## src/rtl/alu_result_display_if.sv

```systemverilog
// Bundle between the switch-driven ALU and its result display stage.
// The master side drives the operands, result and sample switch, and observes the display.
// The slave side is the display stage.
interface alu_result_display_if #(
    parameter int NBITS_ALU = 3
);
    logic signed [NBITS_ALU-1:0] alu_a;
    logic signed [NBITS_ALU-1:0] alu_b;
    logic        [1:0]           alu_f;
    logic signed [NBITS_ALU-1:0] alu_result;
    logic                        sample;
    logic        [7:0]           seg;
    logic                        neg_led;
    logic                        ovf_led;
    logic                        busy;
    logic        [3:0]           cap_cnt;

    modport master (
        output alu_a, alu_b, alu_f, alu_result, sample,
        input  seg, neg_led, ovf_led, busy, cap_cnt
    );

    modport slave (
        input  alu_a, alu_b, alu_f, alu_result, sample,
        output seg, neg_led, ovf_led, busy, cap_cnt
    );
endinterface

```

## src/rtl/alu_result_display.sv

```systemverilog
// Result display for the 3-bit signed ALU: latches the result on a rising edge of the
// sample switch, shows it as sign plus magnitude, and blinks for a while on overflow.
//
// state | meaning
// IDLE  | nothing captured since reset, display shows a dash
// SHOW  | latched result shown steadily
// ALERT | latched operation overflowed, display blinks, new captures ignored
module alu_result_display #(
    parameter int NBITS_ALU     = 3,
    parameter int BLINK_CYCLES  = 2,
    parameter int ALERT_TOGGLES = 6
) (
    input  logic                 clk_2,
    input  logic                 rst_n,
    alu_result_display_if.slave  bus
);
    localparam int CW = $clog2(BLINK_CYCLES + 1);
    localparam int TW = $clog2(ALERT_TOGGLES + 1);

    typedef enum logic [1:0] {IDLE, SHOW, ALERT} state_t;

    state_t                 state_q, state_d;
    logic                   sample_q;
    logic [NBITS_ALU-1:0]   r_q, r_d;
    logic                   ovf_q, ovf_d;
    logic [3:0]             cap_q, cap_d;
    logic [CW-1:0]          blink_q, blink_d;
    logic [TW-1:0]          tog_q, tog_d;
    logic                   blank_q, blank_d;

    logic                   rise;
    logic                   ovf_now;
    logic                   sa, sb, sr;
    logic [NBITS_ALU-1:0]   mag;
    logic [6:0]             pattern;

    assign rise = bus.sample & ~sample_q;
    assign sa   = bus.alu_a[NBITS_ALU-1];
    assign sb   = bus.alu_b[NBITS_ALU-1];
    assign sr   = bus.alu_result[NBITS_ALU-1];

    // Signed overflow of the operation currently presented by the ALU, judged from sign bits
    always_comb begin
        ovf_now = 1'b0;
        case (bus.alu_f)
            2'b00:   ovf_now = (sa == sb) && (sr != sa);
            2'b01:   ovf_now = (sa != sb) && (sr != sa);
            default: ovf_now = 1'b0;
        endcase
    end

    // State and datapath registers
    always_ff @(posedge clk_2 or negedge rst_n) begin
        if (!rst_n) begin
            state_q  <= IDLE;
            sample_q <= 1'b0;
            r_q      <= '0;
            ovf_q    <= 1'b0;
            cap_q    <= '0;
            blink_q  <= '0;
            tog_q    <= '0;
            blank_q  <= 1'b0;
        end else begin
            state_q  <= state_d;
            sample_q <= bus.sample;
            r_q      <= r_d;
            ovf_q    <= ovf_d;
            cap_q    <= cap_d;
            blink_q  <= blink_d;
            tog_q    <= tog_d;
            blank_q  <= blank_d;
        end
    end

    // Next state: capture in IDLE/SHOW, blink timing in ALERT; a rise on the exit edge is dropped
    always_comb begin
        state_d = state_q;
        r_d     = r_q;
        ovf_d   = ovf_q;
        cap_d   = cap_q;
        blink_d = blink_q;
        tog_d   = tog_q;
        blank_d = blank_q;
        case (state_q)
            IDLE, SHOW: begin
                if (rise) begin
                    r_d     = bus.alu_result;
                    ovf_d   = ovf_now;
                    cap_d   = cap_q + 4'd1;
                    blink_d = '0;
                    tog_d   = '0;
                    blank_d = 1'b0;
                    state_d = ovf_now ? ALERT : SHOW;
                end
            end
            ALERT: begin
                if (blink_q == CW'(BLINK_CYCLES - 1)) begin
                    blink_d = '0;
                    blank_d = ~blank_q;
                    tog_d   = tog_q + TW'(1);
                    if (tog_q == TW'(ALERT_TOGGLES - 1)) begin
                        blank_d = 1'b0;
                        state_d = SHOW;
                    end
                end else begin
                    blink_d = blink_q + CW'(1);
                end
            end
            default: state_d = IDLE;
        endcase
    end

    // Sign-magnitude decode; the most negative value maps to its own magnitude (-4 -> 4)
    always_comb begin
        mag     = r_q[NBITS_ALU-1] ? (~r_q) + NBITS_ALU'(1) : r_q;
        pattern = 7'h00;
        case (mag)
            3'd0:    pattern = 7'h3F;
            3'd1:    pattern = 7'h06;
            3'd2:    pattern = 7'h5B;
            3'd3:    pattern = 7'h4F;
            3'd4:    pattern = 7'h66;
            default: pattern = 7'h00;
        endcase
    end

    // Display outputs
    always_comb begin
        if (state_q == IDLE)
            bus.seg = 8'h40;
        else if (blank_q)
            bus.seg = 8'h00;
        else
            bus.seg = {r_q[NBITS_ALU-1], pattern};
    end

    assign bus.neg_led = r_q[NBITS_ALU-1];
    assign bus.ovf_led = ovf_q;
    assign bus.busy    = (state_q == ALERT);
    assign bus.cap_cnt = cap_q;
endmodule

```

## src/flat_wrapper.sv

```systemverilog
// flat-port wrapper written by rule: the top's interface ports become plain ports
module alu_result_display_flat 
#(
    parameter int NBITS_ALU     = 3,
    parameter int BLINK_CYCLES  = 2,
    parameter int ALERT_TOGGLES = 6
)
  (clk_2, rst_n, bus_alu_a, bus_alu_b, bus_alu_f, bus_alu_result, bus_sample, bus_seg, bus_neg_led, bus_ovf_led, bus_busy, bus_cap_cnt);
  alu_result_display_if #(.NBITS_ALU(NBITS_ALU)) bus_i ();
  input  logic clk_2;
  input  logic rst_n;
  input wire logic [$bits(bus_i.alu_a)-1:0] bus_alu_a;
  input wire logic [$bits(bus_i.alu_b)-1:0] bus_alu_b;
  input wire logic [$bits(bus_i.alu_f)-1:0] bus_alu_f;
  input wire logic [$bits(bus_i.alu_result)-1:0] bus_alu_result;
  input wire logic [$bits(bus_i.sample)-1:0] bus_sample;
  output wire logic [$bits(bus_i.seg)-1:0] bus_seg;
  output wire logic [$bits(bus_i.neg_led)-1:0] bus_neg_led;
  output wire logic [$bits(bus_i.ovf_led)-1:0] bus_ovf_led;
  output wire logic [$bits(bus_i.busy)-1:0] bus_busy;
  output wire logic [$bits(bus_i.cap_cnt)-1:0] bus_cap_cnt;
  assign bus_i.alu_a = bus_alu_a;
  assign bus_i.alu_b = bus_alu_b;
  assign bus_i.alu_f = bus_alu_f;
  assign bus_i.alu_result = bus_alu_result;
  assign bus_i.sample = bus_sample;
  assign bus_seg = bus_i.seg;
  assign bus_neg_led = bus_i.neg_led;
  assign bus_ovf_led = bus_i.ovf_led;
  assign bus_busy = bus_i.busy;
  assign bus_cap_cnt = bus_i.cap_cnt;
  alu_result_display #(.NBITS_ALU(NBITS_ALU), .BLINK_CYCLES(BLINK_CYCLES), .ALERT_TOGGLES(ALERT_TOGGLES)) u_core (.clk_2(clk_2), .rst_n(rst_n), .bus(bus_i));
endmodule
```

## config.mk

```make
export PLATFORM = sky130hd
export DESIGN_NAME = alu_result_display_flat
export DESIGN_NICKNAME = d
export VERILOG_FILES = /design/src/rtl/alu_result_display_if.sv /design/src/rtl/alu_result_display.sv /design/src/flat_wrapper.sv
export SDC_FILE = /design/constraint.sdc
export NUM_CORES = 1
export LEC_CHECK = 0
export BUFFER_PORTS_ARGS = -buffer_cell sky130_fd_sc_hd__buf_2
export CORE_MARGIN = 2
export CORE_UTILIZATION = 49
export CTS_CLUSTER_SIZE = 8
export DETAILED_ROUTE_END_ITERATION = 10
export PLACE_DENSITY = 0.79
export SYNTH_ARGS = -nofsm -noshare
export SYNTH_HDL_FRONTEND = slang
export SYNTH_SLANG_ARGS = --single-unit
```

## constraint.sdc

```tcl
create_clock -name clk_2 -period 1.6 [get_ports clk_2]
set_clock_uncertainty 0.1 [all_clocks]
set_input_delay 0.16 -clock clk_2 [delete_from_list [all_inputs] [get_ports clk_2]]
set_output_delay 0.16 -clock clk_2 [all_outputs]
set_load 0.05 [all_outputs]
```

Word-level counts from Yosys, hierarchy flattened
Cells that the tools add are included.

operators by class
  add/subtract/negate cells = 4
  equal/unequal tests = 15
  muxes and demuxes = 20
  bitwise logic cells = 4
  reduce and logical (&&, ||, !) cells = 11

operators by type and width
  kind                                                    number
  case mux 7 bit (5 select lines)                         1
  two-way mux 8 bit                                       2
  two-way mux 2 bit                                       6
  two-way mux 3 bit                                       3
  case mux 2 bit (2 select lines)                         2
  adder 3 x 1 -> 3 bit (second input constant)            2
  == test 2 x 1 -> 1 bit (second input constant)          3
  == test 3 x 2 -> 1 bit (second input constant)          2
  == test 3 bit (second input constant)                   2
  inequality test 2 x 1 -> 1 bit (second input constant)  3
  case mux 3 bit (2 select lines)                         1
  AND reduction 3 bit                                     2
  adder 4 x 1 -> 4 bit (second input constant)            1
  zero test 2 bit                                         2
  case mux 1 bit (2 select lines)                         2
  AND reduction 2 bit                                     2
  == test 3 x 1 -> 1 bit (second input constant)          1
  zero test 3 bit                                         1
  two-way mux 1 bit                                       3
  inverter 3 bit                                          1
  adder 2 x 1 -> 2 bit (second input constant)            1
  == test 2 bit (second input constant)                   1
  logical AND 1 bit                                       2
  inequality test 1 bit                                   2
  5 further kinds                                         6

storage, ports and cells
  register bits after elaboration = 17
  input bits = 14
  output and inout bits = 15

Logic depth before layout (Yosys ltp)
Gate-level depths: netlist of run 1.

  depth in word-level cells = 7
  depth in mapped cells = 6
  gate-level depth less buffers = 5

Least setup slack after synthesis of run 1
OpenSTA, ideal clock, no wires.

  path kind = register to output
  from = register u_core.r_q[2]
  to = output port bus_seg[3]
  arrival = 1756 ps
  setup slack = -416 ps
  stages on the path, launching flop included = 5
  path buffers = 1
  path through = dfrtp_1 inv_1 nor3_1 o31a_1 buf_4

between the ends
  longest elaborated chain between the ends = 7
  elaborated cells on any way between the ends = 11
  classes of those cells = add/sub (1); eq/ne (4); mux (4); bitwise (1); reduce/logical (1)

ends and longest elaborated chain
  element                                      line                       text
  from (decl)                                  alu_result_display.sv:24   logic [NBITS_ALU-1:0] r_q, r_d;
  from (signal assigned)                       alu_result_display.sv:66   r_q <= r_d;
  inverter 3 bit                               alu_result_display.sv:115  mag = r_q[NBITS_ALU-1] ? (~r_q) + NBITS_ALU'(1) : r_q;
  adder 3 x 1 -> 3 bit                         alu_result_display.sv:115
  two-way mux 3 bit (*)                        alu_result_display.sv:115
  == test 3 bit, or another cell as far along  alu_result_display.sv:117  case (mag)
  case mux 7 bit (5 select lines) (*)          alu_result_display.sv:117
  two-way mux 8 bit (*)                        alu_result_display.sv:131  else if (blank_q)
  two-way mux 8 bit (*)                        alu_result_display.sv:129  if (state_q == IDLE)
  to (decl)                                    flat_wrapper.sv:17         output wire logic [$bits(bus_i.seg)-1:0] bus_seg;

Every way passes the cells marked *; elsewhere a longest branch is shown, timed or not.

Worst setup path after layout of run 1
  from = register u_core.r_q[1]
  to = output port bus_seg[6]

The elaborated chain is that of the path after synthesis.

==> results of run 1 <==
-- sequential cells by signal (all words and copies together) (netlist names) --
signal,count
u_core.sample_q,1
u_core.tog_q,3
u_core.blink_q,2
u_core.bus.ovf_led,1
u_core.bus.cap_cnt,4
u_core.r_q,3
u_core.blank_q,1
u_core.state_q,2
-- final cells by class --
type / count / area [sq um]
multi-input cells: 70 / 569
flip-flops and latches: 17 / 429
repair buffers: 43 / 339
clock inverters: 1 / 5.00
clock buffers: 3 / 22.5
well taps: 25 / 31.3
inverters: 7 / 26.3
fillers: 128 / 342
-- timing repair --
item | 4_1_cts | 5_1_grt
resized for setup | 31 | 11
pin swaps | 5 | 3
hold buffers | 5 | 0
setup endpoints to repair | 9 | 13
setup buffers | 2 | 4
hold endpoints to repair | 21 | 0
-- metal layers --
layer / global-route usage / wire length, um / up-vias
met1: 0.284 / 996 / 433
met4: 0.103 / 37 / 0
met2: 0.392 / 1270 / 19
met3: 0.0226 / 54 / 4
li1: - / - / 422
met5: 0 / 0 / -
-- final timing paths --
kind                                               to  cells past startpoint
worst max-delay path                       bus_seg[6]                      6
worst min-delay path               u_core.bus.ovf_led                      2
worst max register to register      u_core.state_q[1]                      3
worst min register to register  u_core.bus.cap_cnt[3]                      1
max in group asynchronous           u_core.state_q[1]                      2
min in group clk_2                 u_core.bus.ovf_led                      4
-- critical path: cells and delay by family (launching register included) --
kind | cells | cell delay (ns)
AO/OA/AOI/OAI | 3 | 0.53
flip-flops | 1 | 0.41
buffers and inverters | 2 | 0.24
adder cells (fa/ha/maj) | 1 | 0.20
-- power groups by stage --
stage / clock (uW) / combinational (uW) / sequential [uW]
6_report: 249 / 1140 / 618
5_1_grt: 254 / 1220 / 632
4_1_cts: 241 / 1060 / 615
3_5_place_dp: 0 / 911 / 617
3_3_place_gp: 0 / 889 / 610
2_1_floorplan: 0 / 494 / 810
-- layout by cell type (no fill, tap or decap), types with 4 or more instances in the layout --
cell | Yosys | final
dfrtp_1 | 17 | 14
dlygate4sd3_1 | 0 | 5
nor2_1 | 8 | 4
nand2_1 | 11 | 11
inv_1 | 6 | 4
buf_2 | 2 | 15
buf_4 | 1 | 14
xnor2_1 | 4 | 4
o21ai_1 | 4 | 4
buf_6 | 0 | 7
-- kinds of logic after synthesis --
family	Yosys count
compound gates	21
simple gates	38
mux	2
xor+xnor	4
buf+inv	10
flops	17
fa+ha+maj	5
-- stage by stage --
| step | setup slack [ns] | setup TNS [ns] | area [sq um] | cells |
|---|---|---|---|---|
| 6_report | -0.350 | -1.30 | 1420 | 166 |
| 5_1_grt | -0.395 | -1.57 | 1420 | 166 |
| 4_1_cts | -0.316 | -1.16 | 1360 | 162 |
| 3_5_place_dp | -0.157 | -0.157 | 1150 | 151 |
| 3_3_place_gp | -0.0594 | -0.0594 | 1150 | 151 |
| 2_1_floorplan | -0.0934 | -0.150 | 961 | 97 |
==> results by group, run 1 <==
Outcome
  – Status: complete, but fails checks
  – Violated checks: negative setup slack

Place
  – GPL Wtd Cong: 0.730
  – Number of port buffers: 24
  – Dpl hpwl: 1480 um

Synthesis
  – Ys flop type: dfrtp_1
  – Most frequent cell after synthesis: dfrtp_1
  – Asr flop ratio synth: 1.00
  – Syn. warnings: 0
  – Seq/Total Area, Yosys: 0.457
  – Syn Area/Cell: 9.60 sq um
  – Post-Synth Adder-Cell Area: 0.0672
  – Area leader, netlist: dfrtp_1
  – Top cell type's share of synthesized area: 0.457
  – Post-Synth XOR/XNOR Area: 0.0376
  – Multiplexer share of the synthesized area: 0.0349
  – Synth Area in Simple Gates: 0.223
  – Largest family of logic cells by synthesized area: simple AND/OR/NAND/NOR gates
  – Post-synthesis compound-gate area fraction: 0.133
  – Largest cells by area after synthesis: dfrtp_1 (46%), ha_1 (6.7%), nand2_1 (4.4%), xnor2_1 (3.8%), nor2_1 (3.2%)
  – Synthesized cell area: 931 sq um
  – Synthesized net count: approximately 120
  – Most common library cells after synthesis: dfrtp_1 (17), nand2_1 (11), nor2_1 (8)
  – Yosys cell types: 33
  – Flop and latch count out of synthesis: 17
  – Post-synth EDFFs: 0
  – Mapped Cells: 97

Worst setup path
  – Critical path data arrival time: 1.69 ns
  – CP max stage delay: just over 0.4 ns
  – Worst Path Max Fanout: 2
  – CP max stage cell: dfrtp_1
  – Crit path launch type: flip-flop
  – Kind of critical path: reg2out
  – Element type at the critical path end: output port
  – Minimum setup slack among reg-to-reg paths: 0.10 ns
  – Critical path launch point: u_core.r_q[1]
  – Reg2reg start: u_core.state_q[1]
  – Worst-path cell chain: inv_2 > ha_4 > a21o_1 > a211oi_2 > o22ai_2 > buf_6
  – Req. time, crit path: approximately 1.3 ns

STA
  – Hold Slack: 0.192 ns
  – Minimum clock period: 1.95 ns
  – RSZ-0062 raised after global routing: true
  – Final Hold Fails: 0
  – Slew @ Worst Pin: 0.388 ns
  – Fmax: 0.513 GHz
  – Relative slew margins: 0.741
  – Final setup viols: 6
  – Worst Slack Setup Final: -0.350 ns
  – Max-slew violations: 0
  – Final worst-path cycle share: 1.22

Pwr
  – Combinational group share of total power: 0.569
  – Net Sw Power: 966 uW
  – Pwr Total: 2010 uW
  – Max IR drop VDD: 1.02 mV
  – Power Density: 1410 mW/mm^2
  – Switch share: 0.481
  – Cell-internal power: 1040 uW
  – Lkg Pwr: 0.000667 uW
  – Clock Power Share: 0.124
  – Reg power frac: 0.307

Cells and area
  – Fin util: 0.806
  – Antenna Cells: 0
  – Post-layout net count: 161
  – Share of cells above drive strength 1: 0.461
  – Synth-to-Final Area Change: 52.8%

Floorplanning
  – Initial Utilization: 0.528
  – Core Footprint: 0.00176 sq mm
  – Die X: 47.6 um
  – Die area: between 0.002 and 0.0025 sq mm
  – Die height: 47.6 um
  – I/O pin total: 29
  – Row count: 15

CTS
  – CTS Buffer Depth: 2
  – Clk sinks: 17
  – TritonCTS clock tree: built
  – Clk Latency, worst-skew pair: 0.30 ns
  – Root Buffer: clkbuf_4
  – Total CTS buffers: 3
  – H-tree Lvls: 1
  – Clock transition at the registers of the reported paths: 0.11 ns

Detailed routing
  – Avg WL per Cell: around 14 um
  – # DRC: 0
  – Drt pass-1 iters: 4
  – Vias: 878
  – Routed Antenna Nets: 0
  – Initial DRC count: 13
  – Via density: 5.29
  – WL final: 2350 um

Global routing
  – First-pass GRT wire length: 3540 um
  – Number of global-route vias before repair: 807
  – Largest net degree at the start of global routing: 18
  – Grt ovf: 0
  – GRT Total Usage: 0.226
  – Initial antenna violation count: 0

Run
  – Max-cap viol count: 0

Hold path
  – HP Class: in2async
No activity file was read; power rests on OpenSTA's default activity.
==> run 2: changes to the inputs <==
--- a/config.mk
+++ b/config.mk
@@ -11,6 +11,7 @@
 export CTS_CLUSTER_SIZE = 8
 export DETAILED_ROUTE_END_ITERATION = 10
 export PLACE_DENSITY = 0.79
+export SETUP_SLACK_MARGIN = 0.1
 export SYNTH_ARGS = -nofsm -noshare
 export SYNTH_HDL_FRONTEND = slang
 export SYNTH_SLANG_ARGS = --single-unit
==> results by group, run 2 (synthesis gave the netlist of run 1 again) <==
STA
  – Final worst-path cycle share: 1.18
  – RSZ-0062 raised after global routing: true
  – Minimum clock period: 1.88 ns
  – Final setup viols: 7
  – Relative slew margins: 0.715
  – Worst Slack Setup Final: -0.281 ns
  – Slew @ Worst Pin: between 0.4 and 0.5 ns
  – Max-slew violations: 0
  – Final Hold Fails: 0
  – Fmax: approximately 0.53 GHz

Worst setup path
  – Worst Path Max Fanout: 2
  – Kind of critical path: reg2out
  – Worst-path cell chain: inv_2 > ha_4 > a21o_1 > a211oi_2 > o22ai_2 > buf_6
  – Reg2reg start: u_core.state_q[1]
  – Critical path launch point: u_core.r_q[0]
  – Req. time, crit path: 1.34 ns
  – Critical path destination: bus_seg[6]
  – Reg2reg end: u_core.tog_q[0]
  – Element type at the critical path end: output port
  – Critical path data arrival time: ~1.6 ns
  – Minimum setup slack among reg-to-reg paths: 0.04 ns
  – Crit path launch type: flip-flop
  – CP max stage cell: dfrtp_1
  – Reg2Reg Depth: 4
  – CP max stage delay: 0.40 ns

Detailed routing
  – WL final: 2660 um
  – Avg WL per Cell: about 16 um
  – Via density: 5.51
  – Drt pass-1 iters: 4
  – # DRC: 0
  – Vias: slightly above 900
  – Initial DRC count: 7
  – Routed Antenna Nets: 0

Floorplanning
  – Row count: 15
  – Initial Utilization: 0.528
  – Die area: 0.00226 sq mm
  – I/O pin total: 29
  – Die height: 47.6 um
  – Die X: 47.6 um
  – Core Footprint: 0.00176 sq mm

Global routing
  – First-pass GRT wire length: approximately 3700 um
  – Number of global-route vias before repair: roughly 870
  – Grt ovf: 0
  – GRT Total Usage: 0.241
  – Initial antenna violation count: 0
  – Largest net degree at the start of global routing: 18

Cells and area
  – Synth-to-Final Area Change: 63.7%
  – Fill cells: 106
  – Antenna Cells: 0
  – Max reg flops: 4
  – Register Area: 429 sq um
  – Share of cells above drive strength 1: 0.528
  – Commonest non-fill, non-tap cells in the layout: buf_2 (15), dfrtp_1 (14), buf_6 (11)
  – Commonest non-fill, non-tap cell in the layout: buf_2
  – Post-layout net count: 164
  – Fin util: 0.864
  – Multi-input combinational cell area: 601 sq um

Pwr
  – Combinational group share of total power: 0.584
  – Lkg Pwr: 0.000704 uW
  – Max IR drop VDD: 1.36 mV
  – Power Density: approximately 1300 mW/mm^2
  – Reg power frac: 0.301
  – Clock Power Share: 0.116
  – Switch share: 0.475
  – Net Sw Power: 977 uW
  – Cell-internal power: 1080 uW
  – Pwr Total: 2060 uW

CTS
  – Clk sinks: 17
  – Total CTS buffers: 3
  – H-tree Lvls: 1
  – Clk Latency, worst-skew pair: ~0.3 ns
  – CTS Buffer Depth: 2
  – Root Buffer: clkbuf_4
  – Clock transition at the registers of the reported paths: 0.10 ns
  – TritonCTS clock tree: built

Place
  – GPL Wtd Cong: 0.726
  – Dpl hpwl: 1640 um
  – Number of port buffers: 24

Outcome
  – Violated checks: negative setup slack
  – Status: complete, but fails checks

Run
  – Max-cap viol count: 0

Hold path
  – HP Class: in2async
-- run 2: metrics by stage --
step / worst slack, ns / setup TNS, ns / hold slack (ns) / cells / area [sq um]
final: -0.281 / -1.11 / 0.203 / 169 / 1520
after global routing: -0.337 / -1.49 / 0.241 / 169 / 1520
after CTS: -0.267 / -1.10 / 0.00512 / 161 / 1380
after detailed placement: -0.0803 / -0.0821 / -0.00201 / 151 / 1150
after global placement: -0.0595 / -0.0595 / -0.00342 / 151 / 1150
after floorplan: -0.0934 / -0.150 / -0.236 / 97 / 961
-- run 2: repair_timing --
action	in CTS	in global routing
endpoints found under the setup margin	14	13
gates resized for setup	41	19
hold buffers	4	1
setup buffers	2	8
hold endpoints to repair	20	1
pin swaps	2	8
cloned	0	0
-- run 2: worst min-delay path by stage --
stage | startpoint | endpoint | slack, ns | cells past startpoint
finish | rst_n | u_core.tog_q[2] | 0.20 | 2
global route | rst_n | u_core.bus.ovf_led | 0.24 | 2
CTS | bus_alu_result[2] | u_core.r_q[2] | 0.005 | 3
detailed placement | rst_n | u_core.blink_q[0] | -0.002 | 1
global placement | rst_n | u_core.blink_q[0] | -0.003 | 1
floorplan | rst_n | u_core.blank_q | -0.24 | 0
-- run 2: final cells by class --
class | count | area share
clock buffer | 3 | 0.0148
clock inverter | 1 | 0.00328
inverter | 7 | 0.0205
multi-input combinational | 70 | 0.394
sequential | 17 | 0.282
tap | 25 | 0.0205
timing repair buffer | 46 | 0.265
-- run 2: metal layers --
| layer | global-route usage | wire length, um | vias up |
|---|---|---|---|
| met3 | 0.0415 | 70 | 8 |
| met2 | 0.438 | 1540 | 27 |
| met1 | 0.274 | 992 | 468 |
| met4 | 0.114 | 61 | 0 |
| li1 | - | - | 428 |
| met5 | 0 | 0 | - |
-- run 2: power groups by stage --
stage	sequential, uW	clock [uW]	combinational, uW
floorplan	810	0	494
global placement	610	0	889
detailed placement	618	0	917
CTS	617	236	1090
global route	633	258	1270
finish	619	238	1200
-- run 2: worst max-delay path: cells and delay by family (launching register included) --
family	cells	cell delay, ns
buffers and inverters	2	0.24
flip-flops	1	0.40
adder cells (fa/ha/maj)	1	0.20
AO/OA/AOI/OAI	3	0.47
==> run 3: changes to the inputs <==
--- a/config.mk
+++ b/config.mk
@@ -12,6 +12,7 @@
 export DETAILED_ROUTE_END_ITERATION = 10
 export PLACE_DENSITY = 0.79
 export SETUP_SLACK_MARGIN = 0.1
+export SKIP_CTS_REPAIR_TIMING = 1
 export SYNTH_ARGS = -nofsm -noshare
 export SYNTH_HDL_FRONTEND = slang
 export SYNTH_SLANG_ARGS = --single-unit
==> results by group, run 3 (synthesis gave the netlist of run 1 again) <==
Detailed routing
  – # DRC: 0
  – Initial DRC count: 13
  – Via density: 5.37
  – WL met1: 987 um
  – Met3 WL: 56 um
  – Drt pass-1 iters: 4
  – Avg WL per Cell: 15.2 um
  – Uppermost layer routed: met4
  – WL final: 2530 um
  – WL met2: approximately 1400 um
  – Vias: slightly below 900
  – Routed Antenna Nets: 0

Place
  – Number of port buffers: 24
  – Dpl hpwl: 1640 um
  – Placed cell areas: ~0.0012 sq mm
  – GPL Wtd Cong: 0.726
  – Placed Instances: 151

STA
  – Minimum clock period: between 1.5 and 2 ns
  – Final Hold Fails: 1
  – Slew @ Worst Pin: ~0.4 ns
  – Hold Slack: -0.0263 ns
  – Relative slew margins: 0.740
  – Fmax: 0.519 GHz
  – RSZ-0062 raised after global routing: true
  – Max-slew violations: 0
  – Worst Slack Setup Final: -0.325 ns
  – Final setup viols: 7
  – Final worst-path cycle share: 1.20

Worst setup path
  – Buf+Inv Stages, Crit Path: 2
  – Worst Path Max Fanout: 2
  – Worst-path cell chain: inv_2 > ha_4 > a21o_1 > a211oi_2 > o22ai_2 > buf_6
  – Crit path launch type: flip-flop
  – Element type at the critical path end: output port
  – Req. time, crit path: 1.34 ns
  – Critical path's top delay family: compound AO/OA/AOI/OAI gates
  – Critical path data arrival time: 1.67 ns
  – Kind of critical path: reg2out
  – CP max stage cell: dfrtp_1
  – CP max stage delay: 0.40 ns

Cells and area
  – Commonest non-fill, non-tap cells in the layout: buf_2 (16), dfrtp_1 (14), buf_4 (12)
  – Post-layout net count: 161
  – Fin util: 0.814
  – Max reg flops: 4
  – Synth-to-Final Area Change: 54.3%
  – Fin cells: 166
  – Commonest non-fill, non-tap cell in the layout: buf_2
  – Antenna Cells: 0
  – Share of cells above drive strength 1: 0.504
  – Final instance area: around 0.0014 sq mm

Pwr
  – Lkg Pwr: 0.000667 uW
  – Max IR drop VDD: 1.35 mV
  – Power Density: 1380 mW/mm^2

CTS
  – H-tree Lvls: 1
  – Root Buffer: clkbuf_4
  – Clk sinks: 17
  – Clk Latency, worst-skew pair: ~0.30 ns
  – Clock transition at the registers of the reported paths: about 0.1 ns
  – Total CTS buffers: 3
  – TritonCTS clock tree: built
  – CTS Buffer Depth: 2

Run
  – Max-cap viol count: 0

Floorplanning
  – Die X: 47.6 um
  – Die area: 0.00226 sq mm
  – Row count: 15
  – Core Footprint: 0.00176 sq mm
  – I/O pin total: 29
  – Initial Utilization: 0.528
  – Die height: 47.6 um

Hold path
  – HP Class: in2reg

Global routing
  – Grt ovf: 0
  – GRT Total Usage: 0.221
  – Number of global-route vias before repair: a little over 800
  – Initial antenna violation count: 0
  – Largest net degree at the start of global routing: 18
  – First-pass GRT wire length: 3460 um

Outcome
  – Violated checks: negative hold slack, negative setup slack
  – Status: complete, but fails checks
-- run 3: changes by cell type in the layout (fill, tap and decap cells not counted), moves of 2 or more --
cell / change
nor2_2: +4
o22ai_2: -2
buf_4: +2
o22ai_1: +2
nor3_1: +2
nor3_2: -2
buf_6: -4
nor2_1: -3
-- run 3: metrics by stage --
| stage | setup WS [ns] | power, uW | setup TNS (ns) |
|---|---|---|---|
| 4_1_cts | -0.414 | 1760 | -2.35 |
| 5_1_grt | -0.394 | 2100 | -1.83 |
| 3_5_place_dp | -0.0803 | 1540 | -0.0821 |
| 6_report | -0.325 | 1990 | -1.38 |
| 3_3_place_gp | -0.0595 | 1500 | -0.0595 |
| 2_1_floorplan | -0.0934 | 1300 | -0.150 |
-- run 3: cell type report --
cell class                 instances  area, sq um
multi-input combinational         70          568
sequential                        17          429
timing repair buffer              43          349
fill                             123          328
inverter                           7         31.3
tap                               25         31.3
clock buffer                       3         22.5
clock inverter                     1         5.00
-- run 3: tightest hold or removal path: stages --
cell and delay, ns:
buf_2 0.07, nand2_1 0.04, o21ai_1 0.06
-- run 3: routing by layer --
layer | vias up | track usage
li1 | 424 | -
met1 | 444 | 0.267
met2 | 17 | 0.389
met3 | 6 | 0.0377
met4 | 0 | 0.0919
met5 | - | 0
-- run 3: final timing paths --
kind	from	to	slack, ns	cells past startpoint
setup / recovery	u_core.r_q[0]	bus_seg[6]	-0.33	6
hold / removal	bus_alu_result[0]	u_core.r_q[0]	-0.03	3
setup reg to reg	u_core.state_q[1]	u_core.state_q[1]	0.10	3
hold reg to reg	u_core.bus.cap_cnt[3]	u_core.bus.cap_cnt[3]	0.40	1
max in group asynchronous	rst_n	u_core.state_q[0]	0.90	2
min in group asynchronous	rst_n	u_core.bus.ovf_led	0.20	2
-- run 3: power breakdown --
part           switching (uW)  internal (uW)
clock network             145           93.2
registers                 104            519
logic                     704            421
